File: config.mk
export PLATFORM = sky130hd
export DESIGN_NAME = maze_controller_flat
export DESIGN_NICKNAME = d
export VERILOG_FILES = /design/src/rtl/maze_controller_if.sv /design/src/rtl/maze_controller.sv /design/src/flat_wrapper.sv
export SDC_FILE = /design/constraint.sdc
export NUM_CORES = 1
export LEC_CHECK = 0
export CAP_MARGIN = 20
export CORE_MARGIN = 3
export CORE_UTILIZATION = 34
export CTS_CLUSTER_DIAMETER = 40
export DETAILED_ROUTE_END_ITERATION = 8
export HOLD_SLACK_MARGIN = 0.05
export PLACE_DENSITY_LB_ADDON = 0.3
export RECOVER_POWER = 25
export SLEW_MARGIN = 15
export SYNTH_ARGS = -nofsm -noshare
export SYNTH_HDL_FRONTEND = slang
export SYNTH_SLANG_ARGS = --single-unit
File: constraint.sdc
create_clock -name CLK -period 1.8 [get_ports CLK]
set_input_delay 0.36 -clock CLK [delete_from_list [all_inputs] [get_ports CLK]]
set_output_delay 0.36 -clock CLK [all_outputs]
set_load 0.01 [all_outputs]
File: src/rtl/maze_controller_if.sv
// ============================================================================
// Module   : maze_controller_if
// Purpose  : Control/status bundle between the maze search controller (master)
//            and the maze datapath (slave): position, counter, stack, list, memory.
// Revision : 1.0  initial release
// ============================================================================
`default_nettype none

interface maze_controller_if;
    // datapath status
    logic blocked;
    logic finish;
    logic empty_stack;
    logic Co;
    logic complete_read;
    logic dir_x;            // direction counter bit0: selects X axis when 1

    // controller strobes
    logic init_x;
    logic init_y;
    logic ld_x;
    logic ld_y;
    logic r_update;
    logic init_count;
    logic ld_count;
    logic en_count;
    logic init_stack;
    logic stack_dir_push;
    logic stack_dir_pop;
    logic init_list;
    logic list_push;
    logic en_read;
    logic maze_wr;

    modport master (
        input  blocked, finish, empty_stack, Co, complete_read, dir_x,
        output init_x, init_y, ld_x, ld_y, r_update, init_count, ld_count,
               en_count, init_stack, stack_dir_push, stack_dir_pop,
               init_list, list_push, en_read, maze_wr
    );

    modport slave (
        output blocked, finish, empty_stack, Co, complete_read, dir_x,
        input  init_x, init_y, ld_x, ld_y, r_update, init_count, ld_count,
               en_count, init_stack, stack_dir_push, stack_dir_pop,
               init_list, list_push, en_read, maze_wr
    );
endinterface

`default_nettype wire

File: src/rtl/maze_controller.sv
// ============================================================================
// Module   : maze_controller
// Purpose  : Depth-first rat-in-maze search FSM over a 16x16 grid, then replays
//            the stored path as Move codes. Option: MAZE_CTRL_TIMEOUT_EN.
// Revision : 1.0  initial release
// ============================================================================
`default_nettype none

module maze_controller #(
    parameter int MAX_STEPS = 1024,
    parameter int STEP_W    = 11
) (
    input  logic              CLK,
    input  logic              RST,
    input  logic              start,
    maze_controller_if.master dp,
    output logic              move_valid,
    output logic              busy,
    output logic              done,
    output logic              fail
`ifdef MAZE_CTRL_TIMEOUT_EN
    ,
    output logic              timeout
`endif
);

    if ((2 ** STEP_W) <= MAX_STEPS) begin : g_step_w_check
        $error("STEP_W too narrow for MAX_STEPS");
    end

    typedef enum logic [3:0] {
        S_IDLE  = 4'd0,
        S_INIT  = 4'd1,
        S_CHECK = 4'd2,
        S_MOVE  = 4'd3,
        S_MARK  = 4'd4,
        S_BACK  = 4'd5,
        S_UNDO  = 4'd6,
        S_ADV   = 4'd7,
        S_PATH  = 4'd8,
        S_READ  = 4'd9,
        S_DONE  = 4'd10,
        S_FAIL  = 4'd11
    } state_t;

    state_t r_state;
    state_t w_next;
    logic   r_busy;
    logic   r_done;
    logic   r_fail;
    logic   w_tmo;

`ifdef MAZE_CTRL_TIMEOUT_EN
    logic              w_search;
    logic [STEP_W-1:0] r_steps;
    logic              r_timeout;

    assign w_search = (r_state inside {S_CHECK, S_MOVE, S_MARK, S_BACK, S_UNDO, S_ADV});
    assign w_tmo    = w_search && (r_steps >= STEP_W'(MAX_STEPS));
    assign timeout  = r_timeout;
`else
    assign w_tmo = 1'b0;
`endif

    always_comb begin
        w_next = r_state;
        case (r_state)
            S_IDLE:  if (start) w_next = S_INIT;
            S_INIT:  w_next = S_CHECK;
            S_CHECK: begin
                if (dp.finish)           w_next = S_PATH;
                else if (!dp.blocked)    w_next = S_MOVE;
                else if (!dp.Co)         w_next = S_CHECK;
                else if (dp.empty_stack) w_next = S_FAIL;
                else                     w_next = S_BACK;
            end
            S_MOVE:  w_next = S_MARK;
            S_MARK:  w_next = S_CHECK;
            S_BACK:  w_next = S_UNDO;
            S_UNDO:  w_next = S_ADV;
            S_ADV: begin
                if (!dp.Co)              w_next = S_CHECK;
                else if (dp.empty_stack) w_next = S_FAIL;
                else                     w_next = S_BACK;
            end
            S_PATH:  if (dp.empty_stack)   w_next = S_READ;
            S_READ:  if (dp.complete_read) w_next = S_DONE;
            S_DONE,
            S_FAIL:  if (!start) w_next = S_IDLE;
            default: w_next = S_IDLE;
        endcase
        if (w_tmo) w_next = S_FAIL;
    end

    // Strobes are Mealy: the datapath must act in the same cycle the decision is made.
    always_comb begin
        dp.init_x         = 1'b0;
        dp.init_y         = 1'b0;
        dp.ld_x           = 1'b0;
        dp.ld_y           = 1'b0;
        dp.r_update       = 1'b0;
        dp.init_count     = 1'b0;
        dp.ld_count       = 1'b0;
        dp.en_count       = 1'b0;
        dp.init_stack     = 1'b0;
        dp.stack_dir_push = 1'b0;
        dp.stack_dir_pop  = 1'b0;
        dp.init_list      = 1'b0;
        dp.list_push      = 1'b0;
        dp.en_read        = 1'b0;
        dp.maze_wr        = 1'b0;
        move_valid        = 1'b0;
        if (!w_tmo) begin
            case (r_state)
                S_INIT: begin
                    dp.init_x     = 1'b1;
                    dp.init_y     = 1'b1;
                    dp.init_count = 1'b1;
                    dp.init_stack = 1'b1;
                    dp.init_list  = 1'b1;
                    dp.maze_wr    = 1'b1;
                end
                S_CHECK: dp.en_count = !dp.finish && dp.blocked && !dp.Co;
                S_MOVE: begin
                    dp.ld_x           = dp.dir_x;
                    dp.ld_y           = !dp.dir_x;
                    dp.stack_dir_push = 1'b1;
                    dp.init_count     = 1'b1;
                end
                S_MARK:  dp.maze_wr = 1'b1;
                S_BACK: begin
                    dp.stack_dir_pop = 1'b1;
                    dp.ld_count      = 1'b1;
                end
                S_UNDO: begin
                    dp.ld_x     = dp.dir_x;
                    dp.ld_y     = !dp.dir_x;
                    dp.r_update = 1'b1;
                end
                S_ADV:   dp.en_count = !dp.Co;
                S_PATH: begin
                    dp.list_push     = !dp.empty_stack;
                    dp.stack_dir_pop = !dp.empty_stack;
                end
                S_READ: begin
                    dp.en_read = 1'b1;
                    move_valid = 1'b1;
                end
                default: ;
            endcase
        end
    end

    always_ff @(posedge CLK or negedge RST) begin
        if (!RST) begin
            r_state <= S_IDLE;
            r_busy  <= 1'b0;
            r_done  <= 1'b0;
            r_fail  <= 1'b0;
`ifdef MAZE_CTRL_TIMEOUT_EN
            r_steps   <= '0;
            r_timeout <= 1'b0;
`endif
        end else begin
            r_state <= w_next;
            r_busy  <= !(w_next inside {S_IDLE, S_DONE, S_FAIL});
            r_done  <= (w_next == S_DONE);
            r_fail  <= (w_next == S_FAIL);
`ifdef MAZE_CTRL_TIMEOUT_EN
            if (r_state == S_INIT)
                r_steps <= '0;
            else if ((r_state inside {S_MOVE, S_UNDO}) && !w_tmo)
                r_steps <= r_steps + 1'b1;
            if (w_tmo)
                r_timeout <= 1'b1;
            else if (w_next == S_IDLE)
                r_timeout <= 1'b0;
`endif
        end
    end

    assign busy = r_busy;
    assign done = r_done;
    assign fail = r_fail;

endmodule

`default_nettype wire

File: src/flat_wrapper.sv
// flat-port wrapper written by rule: the top's interface ports become plain ports
module maze_controller_flat 
#(
    parameter int MAX_STEPS = 1024,
    parameter int STEP_W    = 11
)
  (CLK, RST, start, move_valid, busy, done, fail, dp_blocked, dp_finish, dp_empty_stack, dp_Co, dp_complete_read, dp_dir_x, dp_init_x, dp_init_y, dp_ld_x, dp_ld_y, dp_r_update, dp_init_count, dp_ld_count, dp_en_count, dp_init_stack, dp_stack_dir_push, dp_stack_dir_pop, dp_init_list, dp_list_push, dp_en_read, dp_maze_wr);
  maze_controller_if dp_i ();
  input  logic CLK;
  input  logic RST;
  input  logic start;
  output logic move_valid;
  output logic busy;
  output logic done;
  output logic fail;
  input wire logic [$bits(dp_i.blocked)-1:0] dp_blocked;
  input wire logic [$bits(dp_i.finish)-1:0] dp_finish;
  input wire logic [$bits(dp_i.empty_stack)-1:0] dp_empty_stack;
  input wire logic [$bits(dp_i.Co)-1:0] dp_Co;
  input wire logic [$bits(dp_i.complete_read)-1:0] dp_complete_read;
  input wire logic [$bits(dp_i.dir_x)-1:0] dp_dir_x;
  output wire logic [$bits(dp_i.init_x)-1:0] dp_init_x;
  output wire logic [$bits(dp_i.init_y)-1:0] dp_init_y;
  output wire logic [$bits(dp_i.ld_x)-1:0] dp_ld_x;
  output wire logic [$bits(dp_i.ld_y)-1:0] dp_ld_y;
  output wire logic [$bits(dp_i.r_update)-1:0] dp_r_update;
  output wire logic [$bits(dp_i.init_count)-1:0] dp_init_count;
  output wire logic [$bits(dp_i.ld_count)-1:0] dp_ld_count;
  output wire logic [$bits(dp_i.en_count)-1:0] dp_en_count;
  output wire logic [$bits(dp_i.init_stack)-1:0] dp_init_stack;
  output wire logic [$bits(dp_i.stack_dir_push)-1:0] dp_stack_dir_push;
  output wire logic [$bits(dp_i.stack_dir_pop)-1:0] dp_stack_dir_pop;
  output wire logic [$bits(dp_i.init_list)-1:0] dp_init_list;
  output wire logic [$bits(dp_i.list_push)-1:0] dp_list_push;
  output wire logic [$bits(dp_i.en_read)-1:0] dp_en_read;
  output wire logic [$bits(dp_i.maze_wr)-1:0] dp_maze_wr;
  assign dp_i.blocked = dp_blocked;
  assign dp_i.finish = dp_finish;
  assign dp_i.empty_stack = dp_empty_stack;
  assign dp_i.Co = dp_Co;
  assign dp_i.complete_read = dp_complete_read;
  assign dp_i.dir_x = dp_dir_x;
  assign dp_init_x = dp_i.init_x;
  assign dp_init_y = dp_i.init_y;
  assign dp_ld_x = dp_i.ld_x;
  assign dp_ld_y = dp_i.ld_y;
  assign dp_r_update = dp_i.r_update;
  assign dp_init_count = dp_i.init_count;
  assign dp_ld_count = dp_i.ld_count;
  assign dp_en_count = dp_i.en_count;
  assign dp_init_stack = dp_i.init_stack;
  assign dp_stack_dir_push = dp_i.stack_dir_push;
  assign dp_stack_dir_pop = dp_i.stack_dir_pop;
  assign dp_init_list = dp_i.init_list;
  assign dp_list_push = dp_i.list_push;
  assign dp_en_read = dp_i.en_read;
  assign dp_maze_wr = dp_i.maze_wr;
  maze_controller #(.MAX_STEPS(MAX_STEPS), .STEP_W(STEP_W)) u_core (.CLK(CLK), .RST(RST), .start(start), .dp(dp_i), .move_valid(move_valid), .busy(busy), .done(done), .fail(fail));
endmodule
* Yosys cells after proc, flatten, opt, wreduce, memory -nomap -nowiden
Index checks and enable logic that the tools add are counted.
** Word-level totals
- Word-level logic and storage cells :: 52
- Output and inout bits :: 19
- Bits of input ports :: 9
- Bits in registers :: 7
** Cells by class
- Reductions and logical operators :: 14
- Mux-type cells :: 21
- Equality and inequality tests :: 13
** Operators by type and width (count)
- 4-bit case mux with 10 select lines :: 1
- 4-bit 2-to-1 mux :: 8
- 4-bit equality test (second input constant) :: 6
- 4-bit by 3-bit equality test with 1-bit output (second input constant) :: 4
- 1-bit 2-to-1 mux :: 10
- 4-bit by 2-bit equality test with 1-bit output (second input constant) :: 2
- 4-bit zero test :: 2
- 2-bit OR reduction :: 4
- 1-bit zero test :: 5
- 4-bit by 1-bit equality test with 1-bit output (second input constant) :: 1
- 1-bit case mux with 2 select lines :: 2
- 3-bit nonzero test :: 1
- 1-bit logical AND :: 2

* Depth between registers and ports, before layout
Gate-level depths: netlist of the first run.
- Word-level depth :: 8
- Gate-level depth with buffers :: 6
- Gate-level depth less buffers :: 5

* Worst setup path after synthesis of the first run
No wires, ideal clock.
- Path type :: register to output
- Start point :: reg u_core.r_state[3]
- End point :: out dp_ld_x
- Path slack :: 0.066 ns
- Data arrival time :: 1.374 ns
- Stages on the path, launching flop included :: 6
- Cell sequence :: dfrtp_1 buf_4 nand2b_1 nor3b_1 nor2_1 nor2b_1
** On the way
- Word-level cells in the longest chain between the ends :: 3
** RTL lines
- from (decl) :: line maze_controller.sv:46 : state_t r_state;
- from (signal assigned) :: line maze_controller.sv:165 : r_state <= w_next;
- 4-bit by 3-bit equality test with 1-bit output / 4-bit by 2-bit equality test with 1-bit output (equally long branches) :: line maze_controller.sv:114 : case (r_state)
- 2-bit OR reduction (no line) *
- 1-bit 2-to-1 mux * :: line maze_controller.sv:114
- to (decl) :: line flat_wrapper.sv:24 : output wire logic [$bits(dp_i.ld_x)-1:0] dp_ld_x;
Mark *: on every way between the ends. The rest lies on a longest branch, timed or not.

* Worst setup path after layout of the first run
- Start point :: reg u_core.r_state[2]
- End point :: out dp_stack_dir_pop
** On the way
- Word-level cells in the longest chain between the ends :: 2
** RTL lines
- 4-bit equality test / 4-bit by 3-bit equality test with 1-bit output (equally long branches) :: line maze_controller.sv:114
- 1-bit case mux with 2 select lines * :: line maze_controller.sv:114
- to (decl) :: line flat_wrapper.sv:32 : output wire logic [$bits(dp_i.stack_dir_pop)-1:0] dp_stack_dir_pop;
Marks and branches as above.

==> results of run 1 <==
[power by group through the flow]
stage / logic, W / clock network, W / registers [W]
2_1_floorplan: 0.000620 / 0 / 0.000254
5_1_grt: 0.00148 / 0.000162 / 0.000277
6_report: 0.00138 / 0.000150 / 0.000272
4_1_cts: 0.00123 / 0.000153 / 0.000262
3_5_place_dp: 0.00105 / 0 / 0.000299
3_3_place_gp: 0.00102 / 0 / 0.000300
[registers in the layout (all words and copies together) (netlist names)]
| register | cells |
|---|---|
| u_core.r_state | 4 |
| u_core.busy | 1 |
| u_core.done | 1 |
| u_core.fail | 1 |
[through the flow]
stage	power, W	hold slack (ns)	setup TNS, ns	util, %	setup slack (ns)
CTS	0.00165	0.354	-0.136	65.7	-0.0641
detailed placement	0.00135	0.633	-2.54	58.7	-0.409
global route	0.00192	0.435	-0.545	68.9	-0.116
global placement	0.00132	0.624	-2.21	58.7	-0.331
finish	0.00180	0.422	-0.0340	68.9	-0.0153
floorplan	0.000874	0.0644	0	-	0.0658
[layer usage]
layer  wire length, um  track usage, %  vias to the layer above  share of wire (%)
met3               169            6.04                        8                7.0
li1                  -               -                      378                  -
met1               928            22.9                      385                 38
met2              1260            32.4                       41                 52
met4                64            9.22                        0                2.6
met5                 0               0                        -                  0
[cell families after synthesis]
family                 Yosys count  share of synthesized area [%]
XOR/XNOR                         1                           1.36
AO/OA/AOI/OAI                   16                           19.6
AND/OR/NAND/NOR                 41                           38.4
flip-flops                       7                           27.1
buffers and inverters           11                           13.6
[how the worst max path moves through the flow]
stage,from,to,slack [ns],cells after the start
4_1_cts,u_core.r_state[2],dp_init_list,-0.06,6
3_3_place_gp,dp_finish,dp_en_count,-0.33,5
3_5_place_dp,dp_finish,dp_en_count,-0.41,5
2_1_floorplan,u_core.r_state[3],dp_ld_x,0.07,5
5_1_grt,u_core.r_state[0],u_core.busy,-0.12,9
6_report,u_core.r_state[2],dp_stack_dir_pop,-0.02,5
[cells in the final DEF (no fill, tap or decap), types with 2 or more instances in the layout]
master            n
a21oi_1           3
a21oi_2           2
and3_4            2
buf_2             7
buf_4            24
buf_6            12
clkbuf_2          4
clkbuf_4          3
clkdlybuf4s50_1   9
dfrtp_1           4
dfrtp_2           3
dlygate4sd2_1     3
nand2b_1          4
nand3b_1          2
nor2_1            6
nor2_2            2
nor2b_1           3
nor3_1            2
nor3b_1           3
[what timing repair did]
action,in CTS,in global routing
resized for setup,60,27
endpoints found under the hold margin,0,0
buffers inserted,12,0
setup endpoints to repair,17,17
hold buffers,0,0
pin swaps,10,6
[area by class of cell]
type,count,area [sq um]
sequential,7,179
timing repair buffer,61,507
fill,148,548
multi-input combinational,58,469
tap,25,31.3
clock buffer,4,26.3
inverter,1,3.75
==> run metrics, run 1 <==
sequential share of the synthesized area 27.1%; status finished with violations; CP arrival roughly 1.5 ns; failing checks setup timing; Slew @ Worst Pin 0.310 ns; clock latency on the worst-skew pair 0.26 ns; Clock power frac 8.3%; Mapped Avg Cell Area between 8 and 9 sq um; die height about 50 um; library cells used by synthesis 37; initial antenna violation count 0; P_leak 0.553 nW; GR Overflow Total 0; Net count, final 141; final worst path period share 101%; CTS clock-pin slew for the worst setup and hold paths ~0.060 ns; DRT Pass-1 Iters 4; first-pass GRT wire length 3660 um; design area 0.00122 sq mm; Num CTS Buffers 3; H-Tree Depth 1; Post-Syn Instances 76; CP startpoint kind flop; Synth top area share 27.1%; antenna-violating nets left 0; antenna cell count 0; P&R area growth vs syn 88.4%; layout cells sized above 1 between 50% and 60%; Flop pwr share 15.1%; Layout Cells excl Fill 156; total track usage 19.6%; R2R cell count 8; Buffers & Inverters on Critical Path 2; clk sinks 7; Die W 49.6 um; Final Setup Violations 3; CP max FO 4; Bufs on Longest Clock Path 2; RR Startpoint u_core.r_state[2]; Critical Path RT 1.44 ns; CP max-delay cell dfrtp_2; #FFs+latches synth 7; Synth area leader dfrtp_1; IO Pins 28; Ys Warns 0; cell family with most CP delay simple AND/OR/NAND/NOR gates; PortBufs 27; max-cap violations 0; dpl cells 141; critical path class reg -> out; Sw Ratio 41.3%; fmax 0.551 GHz; placed cell area 0.00104 sq mm; core area 0.00176 sq mm; Initial Util 36.6%; total die area between 0.002 and 0.0025 sq mm; P_sw ~0.00074 W; top-count cell post-synth nor2_1; num rows 15; final hold violation count 0; Max Slew Vio Count 0; vias per cell 5.21; R2R Setup Slk -0.01 ns; Crit. End Element output pin; ys async rst share between 90% and 100%; worst hold path type in -> async; Mapped Area 646 sq um; number of synthesized flops with an enable pin 0; Int Power roughly 0.0011 W; CTS root buf clkbuf_4; relative slew slack 79.3%; maximum vdd drop 0.000887 V; 1st-iter DRT viols 18; RR Endpoint u_core.busy; Period minus WS final approximately 1.8 ns; DP HPWL 1470 um; number of global-route vias before repair 803; Final Skew 0.00424 ns; Logic pwr share 76.6%; CTS tree built; via count 812; DRT Wirelength approximately 2400 um; GPL Wtd Cong 0.822; DRC 0; pin count of the biggest net entering global routing 8; top cells by count, synth 8 x nor2_1, 7 x dfrtp_1, 6 x buf_4; DR WL/cell between 15 and 20 um; largest stage delay on the critical path about 0.44 ns; Final WS setup -0.0153 ns; Syn Nets 85; crit-path cells buf_6, nand2b_1, nor2_1, or2_2, buf_2; Post-synth top flop dfrtp_1; RSZ-0062 raised after global routing yes; PwrDens 1480 mW/mm^2; main area contributors after synthesis dfrtp_1 27%, buf_4 7.0%, nor3b_1 5.8%
Power figures use the tool's default switching activity.
==> inputs of run 2 (changes only) <==
==> constraint.sdc (replaced) <==
create_clock -name CLK -period 2.3 [get_ports CLK]
set_input_delay 0.46 -clock CLK [delete_from_list [all_inputs] [get_ports CLK]]
set_output_delay 0.46 -clock CLK [all_outputs]
set_load 0.01 [all_outputs]
==> run metrics, run 2 (synthesis results as in run 1) <==
status completed; RR Endpoint u_core.busy; first-pass GRT wire length 2920 um; DRC 0; total track usage 15.4%; number of global-route vias before repair roughly 650; Initial Util 36.6%; Max Slew Vio Count 0; R2R Setup Slk 0.46 ns; critical path class reg -> out; most common cell after layout, fill and taps aside clkdlybuf4s50_1; setup TNS 0 ns; CTS root buf clkbuf_4; antenna-violating nets left 0; crit-path cells nand2b_1, nor3b_2, buf_4, clkdlybuf4s50_1; DP HPWL 1280 um; clk sinks 7; IO Pins 28; GR Overflow Total 0; GPL Wtd Cong 0.856; PortBufs 27; Crit. End Element output pin; Final Setup Violations 0; H-Tree Depth 1; P&R area growth vs syn 56.4%; total die area roughly 0.0025 sq mm; cell family with most CP delay buffers and inverters; die height ~50 um; DRT Pass-1 Iters 4; relative slew slack 79.8%; Critical Path RT 1.84 ns; GR Util met1 20.3%; maximum vdd drop just over 0.0005 V; Period minus WS final approximately 2.2 ns; P_leak 0.471 nW; Die W 49.6 um; CP startpoint kind flop; R2R cell count 7; DRT Wirelength 1650 um; Net count, final 118; final hold violation count 0; GRT Max-Usage Layer met2; 1st-iter DRT viols 5; fmax roughly 0.45 GHz; largest stage delay on the critical path 0.52 ns; Bufs on Longest Clock Path 2; CP max-delay cell clkdlybuf4s50_1; Layout Cells excl Fill 133; num rows 15; Buffers & Inverters on Critical Path 2; Final Skew 0.00150 ns; worst hold path type in -> async; clock latency on the worst-skew pair around 0.25 ns; core area 0.00176 sq mm; vias per cell 4.95; DR WL/cell 12.4 um; most frequent cells in the layout 19 x clkdlybuf4s50_1, 11 x buf_4, 8 x nor2_1; pin count of the biggest net entering global routing 14; dpl cells 127; RR Startpoint u_core.r_state[2]; CTS tree built; PwrDens 1030 mW/mm^2; Most flops, register u_core.r_state; final worst path period share 96.6%; via count approximately 660; CP arrival 1.76 ns; Slew @ Worst Pin 0.302 ns; max reg flops 4; initial antenna violation count 0; CP max FO 6; max-cap violations 0; layout cells sized above 1 27.8%; CTS clock-pin slew for the worst setup and hold paths 0.05 ns; antenna cell count 0; Num CTS Buffers 3; met3 usage 5.14%; met2 Use GR approximately 23%
-- run 2: changes by cell type in the layout (fill, tap and decap cells not counted), moves of 2 or more --
cell | previous run | this run
a21oi_1 | 3 | 5
clkbuf_2 | 4 | 0
nor2_1 | 6 | 8
a21oi_2 | 2 | 0
buf_2 | 7 | 0
dlymetal6s2s_1 | 0 | 5
buf_6 | 12 | 0
buf_4 | 24 | 11
clkdlybuf4s50_1 | 9 | 19
-- run 2: worst max-delay path by stage --
stage	start	end	slack [ns]	cells after the start
global route	u_core.r_state[3]	dp_r_update	-0.009	4
finish	u_core.r_state[3]	dp_r_update	0.08	4
CTS	u_core.r_state[3]	dp_ld_y	0.03	5
detailed placement	dp_finish	dp_en_count	-0.09	5
floorplan	u_core.r_state[3]	dp_ld_x	0.47	5
global placement	dp_empty_stack	dp_stack_dir_pop	-0.04	4
-- run 2: cell type report --
cell class / count / area [sq um]
fill: 174 / 754
multi-input combinational: 58 / 405
timing repair buffer: 38 / 363
sequential: 7 / 180
tap: 25 / 31.3
clock buffer: 4 / 26.3
inverter: 1 / 3.75
-- run 2: worst reg2reg max path, stage by stage (launching register included) --
cell and delay [ns]:
dfrtp_2 0.43, buf_4 0.18, buf_4 0.15, and2_4 0.14, o2111ai_2 0.18, o21ai_0 0.16, or2_0 0.25, o31a_1 0.23
-- run 2: per-stage QoR --
stage	total power (W)	instance area [sq um]	hold WS [ns]	setup WS, ns	utilization (%)
5_1_grt	0.00114	1010	0.530	-0.00858	57.2
4_1_cts	0.00105	983	0.458	0.0269	55.7
2_1_floorplan	0.000684	646	0.164	0.466	-
3_5_place_dp	0.000913	931	0.734	-0.0944	52.8
6_report	0.00104	1010	0.525	0.0793	57.2
3_3_place_gp	0.000900	931	0.725	-0.0449	52.8
-- run 2: per-layer routing --
metal | routed length, um | share of wire, %
met1 | 747 | 45
met2 | 816 | 49
met3 | 73 | 4.4
met4 | 12 | 0.73
met5 | 0 | 0
-- run 2: report_power, final --
| group | leakage, nW | internal, W | switching [W] |
|---|---|---|---|
| registers | 0.0853 | 0.000175 | 0.0000792 |
| clock network | 0.0150 | 0.0000663 | 0.0000472 |
| logic | 0.370 | 0.000368 | 0.000306 |
| total | 0.471 | 0.000609 | 0.000432 |
-- run 2: what timing repair did --
action | CTS | global route
setup endpoints to repair | 9 | 6
buffers inserted | 1 | 1
pin swaps | 1 | 2
resized for setup | 9 | 6
hold buffers | 0 | 0
==> inputs of run 3 (changes only) <==
--- a/config.mk
+++ b/config.mk
@@ -9,10 +9,12 @@
 export CORE_MARGIN = 3
 export CORE_UTILIZATION = 34
 export CTS_CLUSTER_DIAMETER = 40
+export CTS_CLUSTER_SIZE = 14
 export DETAILED_ROUTE_END_ITERATION = 8
 export HOLD_SLACK_MARGIN = 0.05
 export PLACE_DENSITY_LB_ADDON = 0.3
 export RECOVER_POWER = 25
+export SKIP_CTS_REPAIR_TIMING = 1
 export SLEW_MARGIN = 15
 export SYNTH_ARGS = -nofsm -noshare
 export SYNTH_HDL_FRONTEND = slang
==> run metrics, run 3 (synthesis results as in run 1) <==
antenna cell count 0; die height 49.6 um; RR Endpoint u_core.busy; H-Tree Depth 1; status completed; CP Capture Point dp_r_update; DRC 0; 1st-iter DRT viols 21; Buffers & Inverters on Critical Path 2; Flop pwr share 23.9%; Setup Slack @ Placement -0.0944 ns; worst hold path type in -> async; CP max FO 6; Slew @ Worst Pin about 0.30 ns; relative slew slack 79.8%; Final Skew approximately 0.0030 ns; first-pass GRT wire length 2860 um; critical path class reg -> out; GPL Wtd Cong 0.856; most common cell after layout, fill and taps aside clkdlybuf4s50_1; Bufs on Longest Clock Path 2; RSZ-0062 raised after global routing no; Num CTS Buffers 3; cell family with most CP delay buffers and inverters; total die area 0.00246 sq mm; Final Setup Violations 0; R2R Setup Slk 0.53 ns; PwrDens 1030 mW/mm^2; Worst Setup SP u_core.r_state[3]; Clock power frac 10.5%; clk sinks 7; CTS tree built; RR Startpoint u_core.r_state[2]; CP startpoint kind flop; number of global-route vias before repair roughly 630; Crit. End Element output pin; DP HPWL 1280 um; CP arrival 1.73 ns; Logic pwr share 65.5%; most frequent cells in the layout 21 x clkdlybuf4s50_1, 14 x buf_4, 8 x nor2_1; final worst path period share 95.4%; P&R area growth vs syn 61.4%; Max Slew Vio Count 0; DR WL/cell 12.0 um; IO Pins 28; dpl cells 127; Initial Util around 37%; setup TNS 0 ns; CP max-delay cell clkdlybuf4s50_1; DRT Pass-1 Iters 4; total track usage 15.1%; Net count, final between 100 and 150; P_leak 0.484 nW; maximum vdd drop about 0.00051 V; crit-path cells nand2b_1, nor3b_2, buf_4, clkdlybuf4s50_1; Period minus WS final 2.19 ns; PortBufs 27; worst hold margin approximately 0.52 ns; CTS clock-pin slew for the worst setup and hold paths 0.05 ns; vias per cell 4.87; antenna-violating nets left 0; max-cap violations 0; Die W 49.6 um; P_sw 0.000440 W; fmax between 0.4 and 0.5 GHz; clock latency on the worst-skew pair 0.25 ns; largest stage delay on the critical path 0.52 ns; layout cells sized above 1 31.5%; max reg flops 4; initial antenna violation count 0; DRT Wirelength about 1600 um; num rows 15; Most flops, register u_core.r_state; core area between 0.0015 and 0.002 sq mm; pin count of the biggest net entering global routing 14; Critical Path RT around 1.8 ns; Layout Cells excl Fill 136; CTS root buf clkbuf_4; Final WS setup 0.106 ns; Int Power 0.000634 W; cell depth of the worst setup path 4; final hold violation count 0; R2R cell count 7; Fillers approximately 180; Sw Ratio 41.0%; via count 662; GR Overflow Total 0
run 3: cell types whose count changed in the layout (fill, tap and decap cells not counted), sizes merged:
cell	delta
dlygate4sd2	-2
clkdlybuf4s50	+2
buf	+3
run 3: layout make-up:
type / instances / area (sq um) / area share [%]
multi-input combinational: 58 / 413 / 39.6
timing repair buffer: 41 / 388 / 37.2
sequential: 7 / 180 / 17.3
tap: 25 / 31.3 / 3.00
clock buffer: 4 / 26.3 / 2.52
inverter: 1 / 3.75 / 0.360
run 3: per-stage QoR:
| step | utilization [%] | power [W] | instance area [sq um] |
|---|---|---|---|
| after floorplan | - | 0.000684 | 646 |
| after global placement | 52.8 | 0.000900 | 931 |
| after detailed placement | 52.8 | 0.000913 | 931 |
| after CTS | 54.3 | 0.00103 | 957 |
| after global routing | 59.1 | 0.00117 | 1040 |
| final | 59.1 | 0.00107 | 1040 |
run 3: worst min-delay path by stage:
stage | start | to | cells after the start
floorplan | RST | u_core.busy | 0
CTS | RST | u_core.fail | 1
finish | RST | u_core.fail | 1
detailed placement | RST | u_core.busy | 1
global route | RST | u_core.busy | 1
global placement | RST | u_core.busy | 1
run 3: layer usage:
layer  track usage (%)  part of all wire [%]  up-vias
li1                  -                     -      335
met1              20.3                    46      309
met2              22.0                    48       16
met3              5.14                   4.5        2
met4              5.53                  0.74        0
met5                 0                     0        -
run 3: power by group through the flow:
| stage | Combinational [W] | Sequential, W | Clock, W |
|---|---|---|---|
| floorplan | 0.000485 | 0.000199 | 0 |
| global placement | 0.000650 | 0.000250 | 0 |
| detailed placement | 0.000658 | 0.000254 | 0 |
| CTS | 0.000660 | 0.000251 | 0.000117 |
| global route | 0.000770 | 0.000270 | 0.000131 |
| finish | 0.000703 | 0.000257 | 0.000113 |
